===== src/rtl/serial_deser.sv =====
// Serial-to-parallel frame receiver: start bit, WIDTH data bits, optional even parity, stop bit.
// Define SER_PARITY_EN to add the parity bit, the PAR state and the perr flag.
module serial_deser #(
   parameter int unsigned WIDTH = 8
) (
   input  logic             clk,
   input  logic             clrn,
   input  logic             sin,
   input  logic             sen,
   input  logic             dir,
   output logic [WIDTH-1:0] dout,
   output logic             dvalid,
   output logic             ferr,
   output logic             perr,
   output logic             busy
);

   localparam int unsigned CW = (WIDTH > 1) ? $clog2(WIDTH) : 1;
   localparam logic [CW-1:0] LAST = CW'(WIDTH - 1);

   localparam logic [1:0] IDLE = 2'd0;
   localparam logic [1:0] DATA = 2'd1;
`ifdef SER_PARITY_EN
   localparam logic [1:0] PAR  = 2'd2;
`endif
   localparam logic [1:0] STOP = 2'd3;

   logic [1:0]       state_q, state_d;
   logic [WIDTH-1:0] sreg_q, sreg_d;
   logic [CW-1:0]    cnt_q, cnt_d;
   logic             dir_q, dir_d;
   logic [WIDTH-1:0] dout_q, dout_d;
   logic             dvalid_q, dvalid_d;
   logic             ferr_q, ferr_d;
`ifdef SER_PARITY_EN
   logic             par_q, par_d;
   logic             perr_q, perr_d;
`endif

   always_comb begin
      state_d  = state_q;
      sreg_d   = sreg_q;
      cnt_d    = cnt_q;
      dir_d    = dir_q;
      dout_d   = dout_q;
      dvalid_d = 1'b0;
      ferr_d   = 1'b0;
`ifdef SER_PARITY_EN
      par_d    = par_q;
      perr_d   = 1'b0;
`endif
      if (sen) begin
         case (state_q)
            IDLE: begin
               if (!sin) begin
                  state_d = DATA;
                  cnt_d   = '0;
                  dir_d   = dir;
               end
            end
            DATA: begin
               // dir_q is frozen at the start bit, so a mid-frame dir change is ignored
               sreg_d = dir_q ? {sin, sreg_q[WIDTH-1:1]} : {sreg_q[WIDTH-2:0], sin};
               cnt_d  = cnt_q + CW'(1);
               if (cnt_q == LAST) begin
`ifdef SER_PARITY_EN
                  state_d = PAR;
`else
                  state_d = STOP;
`endif
               end
            end
`ifdef SER_PARITY_EN
            PAR: begin
               par_d   = sin;
               state_d = STOP;
            end
`endif
            STOP: begin
               state_d = IDLE;
               if (!sin) begin
                  ferr_d = 1'b1;
`ifdef SER_PARITY_EN
               end else if (^{sreg_q, par_q}) begin
                  perr_d = 1'b1;
`endif
               end else begin
                  dout_d   = sreg_q;
                  dvalid_d = 1'b1;
               end
            end
            default: state_d = IDLE;
         endcase
      end
   end

   always_ff @(posedge clk or negedge clrn) begin
      if (!clrn) begin
         state_q  <= IDLE;
         sreg_q   <= '0;
         cnt_q    <= '0;
         dir_q    <= 1'b0;
         dout_q   <= '0;
         dvalid_q <= 1'b0;
         ferr_q   <= 1'b0;
`ifdef SER_PARITY_EN
         par_q    <= 1'b0;
         perr_q   <= 1'b0;
`endif
      end else begin
         state_q  <= state_d;
         sreg_q   <= sreg_d;
         cnt_q    <= cnt_d;
         dir_q    <= dir_d;
         dout_q   <= dout_d;
         dvalid_q <= dvalid_d;
         ferr_q   <= ferr_d;
`ifdef SER_PARITY_EN
         par_q    <= par_d;
         perr_q   <= perr_d;
`endif
      end
   end

   assign dout   = dout_q;
   assign dvalid = dvalid_q;
   assign ferr   = ferr_q;
   assign busy   = (state_q != IDLE);
`ifdef SER_PARITY_EN
   assign perr   = perr_q;
`else
   assign perr   = 1'b0;
`endif

endmodule


===== config.mk =====
export PLATFORM = sky130hd
export DESIGN_NAME = serial_deser
export DESIGN_NICKNAME = d
export VERILOG_FILES = /design/src/rtl/serial_deser.sv
export SDC_FILE = /design/constraint.sdc
export NUM_CORES = 1
export LEC_CHECK = 0
export BUFFER_PORTS_ARGS = -buffer_cell sky130_fd_sc_hd__buf_2
export CAP_MARGIN = 0
export CORE_ASPECT_RATIO = 0.75
export CORE_MARGIN = 2
export CORE_UTILIZATION = 27
export DETAILED_ROUTE_END_ITERATION = 12
export SLEW_MARGIN = 20
export SYNTH_ARGS = -nofsm -noshare
export SYNTH_HDL_FRONTEND = slang
export SYNTH_SLANG_ARGS = --single-unit

===== constraint.sdc =====
create_clock -name clk -period 1.7 [get_ports clk]
set_clock_uncertainty 0.05 [all_clocks]
set_input_delay 0.17 -clock clk [delete_from_list [all_inputs] [get_ports clk]]
set_output_delay 0.17 -clock clk [all_outputs]
set_load 0.02 [all_outputs]

==> results of run 1 <==
## synth_stat cells
master and instances:
a21oi_1 2, nand4_2 1, mux2i_1 9, and2_1 1, nand3_1 2, conb_1 1
buf_4 1, dfrtp_1 24, clkbuf_2 1, o21ai_0 9, a22o_1 2, buf_6 1
nor3b_2 1, nand3b_1 1, or2_4 1, ha_1 2, buf_2 3, inv_1 2
nor2_1 1, mux2_2 9, nor2b_1 1, nand2_1 8, mux2_1 1
## registers in the layout, indices dropped and copies added (netlist names)
name / cells
dir_q: 1
sreg_q: 8
cnt_q: 3
dout: 8
ferr: 1
state_q: 2
dvalid: 1
## logic make-up (layout without fill, tap and decap cells)
logic type	after synthesis	count (layout)	synth area share (%)
flops	24	24	57.28
simple gates	17	17	9.308
buf+inv	8	21	4.415
other cells	1	1	0.3577
mux	19	19	19.33
fa+ha+maj	2	2	2.386
compound gates	13	13	6.921
## worst paths after layout
path / to / from / cells after the start
max in group asynchronous: state_q[1]$_DFFE_PN0P_ / clrn / 2
worst max register to register: dir_q$_DFFE_PN0P_ / state_q[1]$_DFFE_PN0P_ / 3
min in group asynchronous: dir_q$_DFFE_PN0P_ / clrn / 2
worst max-delay path: dir_q$_DFFE_PN0P_ / state_q[1]$_DFFE_PN0P_ / 3
worst min-delay path: dir_q$_DFFE_PN0P_ / dir / 2
worst min register to register: dout[2]$_DFFE_PN0P_ / dout[2]$_DFFE_PN0P_ / 1
## where the power goes
group          internal (mW)  switching (mW)
registers              0.764           0.183
clock network          0.158           0.162
logic                  0.284           0.287
## metal layers
layer / routed length [microns] / up-vias / global-route usage [%]
met1: 897 / 297 / 10.90
met4: 19 / 0 / 2.338
met2: 748 / 12 / 14.41
met5: 0 / - / 0
li1: - / 315 / -
met3: 61 / 2 / 2.960
## cell type report
type	instances	area (sq um)	share of cell area (%)
tap	52	65.06	5.417
multi-input combinational	52	401.6	33.44
timing repair buffer	16	85.08	7.083
sequential	24	600.6	50.00
inverter	2	7.507	0.6250
clock buffer	3	41.29	3.438
## what timing repair did
item	CTS	global route
endpoints found under the setup margin	0	0
hold buffers	1	0
endpoints found under the hold margin	24	0
==> results.toml, run 1 <==
[power]
fin_total_pwr_mw = 1.838
ir_worst_vdd_mv = 0.8752
leakage_nw = 0.5938
power_density_mw_per_mm2 = 1530

[floorplan]
core-area_sq_mm = 0.003685
die_h_microns = 57.97
dieArea_sq_mm = 0.004403
num_rows = 19
pin_count = 17
start_util_pct = 28.46
die_w_microns = 75.96

[worst_setup_path]
worstPathArrival_ns = 1.54
cp_slowest_cell = "dfrtp_1"
cp_top_family = "simple AND/OR/NAND/NOR gates"
worstSetupEndpointType = "flop"
max_stage_delay_ns = 0.46
startpoint_type = "flop"
reg2reg_slack_ns = 0.26
critPathKind = "flop to flop"
cp_data_required_time_ns = 1.80
worstPathCellList = "or2_4, nor3b_2, mux2_1"
worstPathMaxFanout = 7
worst-path-buf-inv = 0

[final_layout]
filler_cell_count = 387
drive_above_1_share_pct = 30.93
mostFrequentLayoutCell = "dfrtp_1"
area_growth_syn_to_layout_pct = 14.56
instances_no_fill = 149
finish.utilization_pct = 32.60
stdcell_area_sq_mm = 0.001201
antenna_cells = 0
final_net_count = 106
most-common-layout-cells = "24 x dfrtp_1, 15 x buf_2, 9 x mux2i_1, 9 x o21ai_0, 9 x mux2_2"

[sta]
drv_slew = 0
hold_viol = 0
tns_ns = 0
worst_pin_slew_ns = 0.5305
relSlewSlack_pct = 64.64
min_period_ns = 1.439
rsz0062_at_grt = "false"
min_period_over_period_pct = 84.67
fin_ws_ns = 0.2606
fin_hold_ws_ns = 0.08006
timing.fmax_mhz = 694.7
setup_viol = 0

[synth]
yosys.area.top_type = "dfrtp_1"
ys_seq_elements = 24
ys_seq_area_share_pct = 57.28
postSynthCellCount = 84
syn-cell-area_sq_mm = 0.001049
yosys_warnings = 0
synth_top_area_share_pct = 57.28
ys_types = 23
syn_nets = 91
avgSynthCellArea_sq_um = 12.48
synthTopCellsByArea = "dfrtp_1 57%, mux2_2 9.7%, mux2i_1 8.6%"

[drt]
vias_per_cell = 4.201
drt-initial-drc-count = 17
drt-wirelength-per-cell_microns = 11.59
drtAntennaViolNets = 0
vias = 626
wirelength_mm = 1.727
dr.pass1.iters = 4
drc_errors = 0

[global_route]
grt_use_total_pct = 8.625
antenna_found_initial = 0
grt_pass1_wl_mm = 2.946
grt_start_max_net_pins = 25
grt_overflow_total = 0
grt_pass1_vias = 602

[place]
dp_slack_ns = 0.2578
place_area_sq_mm = 0.001150
place_inst = 145
dp_hpwl_mm = 1.250
gp_congestion = 0.6970
io_buffers = 15

[clock_network]
cts_tree = "done"
numCtsBuffers = 3
cts.clk_slew.worst_paths_ns = 0.08
cts_setup_buffers = 0
clock_latency_ns = 0.26
cts_buffer_depth = 2
cts_root_buf = "clkbuf_8"
clock-sinks = 24
cts-resized-gates = 0
htreeDepth = 1

[job]
max_cap_viol_count = 0

[status]
status = "completed"

[worst_hold_path]
holdCritPathClass = "input port to flop"
Note: power is estimated with default switching activity, not from simulation.
==> inputs of run 2 (changes only) <==
- clock period: 1.7 -> 1.29 ns (I/O delays scaled with it)
==> results.toml, run 2 (synthesized netlist as in run 1, its figures left out) <==
[job]
max_cap_viol_count = 0

[global_route]
grt_use_total_pct = 9.997
grt_pass1_vias = 679
grt_start_max_net_pins = 25
grt_overflow_total = 0
grt_pass1_wl_mm = 3.374
antenna_found_initial = 0

[floorplan]
dieArea_sq_mm = 0.004403
core-area_sq_mm = 0.003685
start_util_pct = 28.46
die_w_microns = 75.96
num_rows = 19
die_h_microns = 57.97
pin_count = 17

[place]
dp_slack_ns = -0.03825
gp_congestion = 0.6872
io_buffers = 15
dp_hpwl_mm = 1.368

[final_layout]
most-common-layout-cells = "24 x dfrtp_1, 14 x buf_2, 9 x mux2i_1, 9 x mux2_2, 8 x nand2_1"
antenna_cells = 0
area_growth_syn_to_layout_pct = 22.79
finish.utilization_pct = 34.94
final_net_count = 114
drive_above_1_share_pct = 40.00
filler_cell_count = 375
mostFrequentLayoutCell = "dfrtp_1"

[worst_setup_path]
worstPathMaxFanout = 3
startpoint_type = "flop"
worstPathArrival_ns = 1.44
worstSetupEndpointType = "flop"
cp_data_required_time_ns = 1.39
critPathKind = "flop to flop"

[clock_network]
cts_root_buf = "clkbuf_8"
htreeDepth = 1
numCtsBuffers = 3
cts.clk_slew.worst_paths_ns = 0.08
clock_latency_ns = 0.26
cts_tree = "done"
clock-sinks = 24
cts_buffer_depth = 2

[sta]
min_period_ns = 1.342
tns_ns = -0.05228
worst_pin_slew_ns = 0.5284
drv_slew = 0
min_period_over_period_pct = 104.1
setup_viol = 1
relSlewSlack_pct = 64.78
hold_viol = 0
rsz0062_at_grt = "true"
timing.fmax_mhz = 745.0
fin_ws_ns = -0.05228

[drt]
drt-wirelength-per-cell_microns = 12.66
wirelength_mm = 1.988
drc_errors = 0
drt-initial-drc-count = 13
drtAntennaViolNets = 0
vias = 677
vias_per_cell = 4.312
dr.pass1.iters = 4

[power]
p_sw_share_pct = 34.54
leakage_nw = 0.6422
intPower_mw = 1.719
pwr-share-comb_pct = 36.4
power.net_switching_uw = 906.9
p_seq_share_pct = 47.4
pwr-share-clk_pct = 16.2
ir_worst_vdd_mv = 0.7841
power_density_mw_per_mm2 = 2039

[status]
violations = "setup timing"
status = "finished, violations left"

[worst_hold_path]
holdCritPathClass = "input port to flop"
## run 2: worst paths after layout
path                       cells past startpoint                   start                     end  slack (ns)
max in group asynchronous                      2                    clrn  state_q[0]$_DFFE_PN0P_        0.50
min in group asynchronous                      2                    clrn       dir_q$_DFFE_PN0P_        0.34
max reg2reg                                    3  state_q[0]$_DFFE_PN0P_       dir_q$_DFFE_PN0P_       -0.05
max                                            3  state_q[0]$_DFFE_PN0P_       dir_q$_DFFE_PN0P_       -0.05
min                                            2                     dir       dir_q$_DFFE_PN0P_        0.03
min reg2reg                                    1     dout[7]$_DFFE_PN0P_     dout[7]$_DFFE_PN0P_        0.45
## run 2: power by group through the flow
stage | registers, mW | clock network [mW] | logic, mW
finish | 1.24 | 0.425 | 0.956
global route | 1.29 | 0.488 | 1.07
CTS | 1.25 | 0.448 | 0.877
detailed placement | 1.26 | 0 | 0.851
global placement | 1.24 | 0 | 0.815
floorplan | 1.26 | 0 | 0.585
## run 2: layer usage
layer | vias up | GRT usage [%] | wire, microns
li1 | 334 | - | -
met1 | 329 | 13.27 | 945
met2 | 12 | 16.33 | 951
met3 | 2 | 3.115 | 78
met4 | 0 | 2.338 | 13
met5 | - | 0 | 0
## run 2: metrics by stage
step	instances	cell area [sq um]	power, mW	hold slack, ns
6_report	157	1287	2.626	0.03194
5_1_grt	157	1287	2.843	0.02611
4_1_cts	156	1254	2.571	0.02850
3_5_place_dp	151	1195	2.115	0.09210
3_3_place_gp	151	1195	2.053	0.07889
2_1_floorplan	84	1055	1.842	-0.2166
## run 2: what timing repair did
action,in CTS,in global routing
gates cloned,0,1
endpoints found under the setup margin,7,21
hold buffers,1,0
setup buffers,1,0
gates resized for setup,0,16
hold endpoints to repair,24,0
## run 2: critical path, stage by stage, from the launching register on
cell and delay, ns:
dfrtp_1 0.42, or2_4 0.27, nor3b_2 0.16, mux2_1 0.33
## run 2: final cells by class
type                    count  area [sq um]  share of cell area (%)
flip-flops and latches     24         600.6                   46.65
clock buffers               3         41.29                   3.207
multi-input cells          52         414.1                   32.17
well taps                  52         65.06                   5.053
repair buffers             24         158.9                   12.34
inverters                   2         7.507                  0.5831
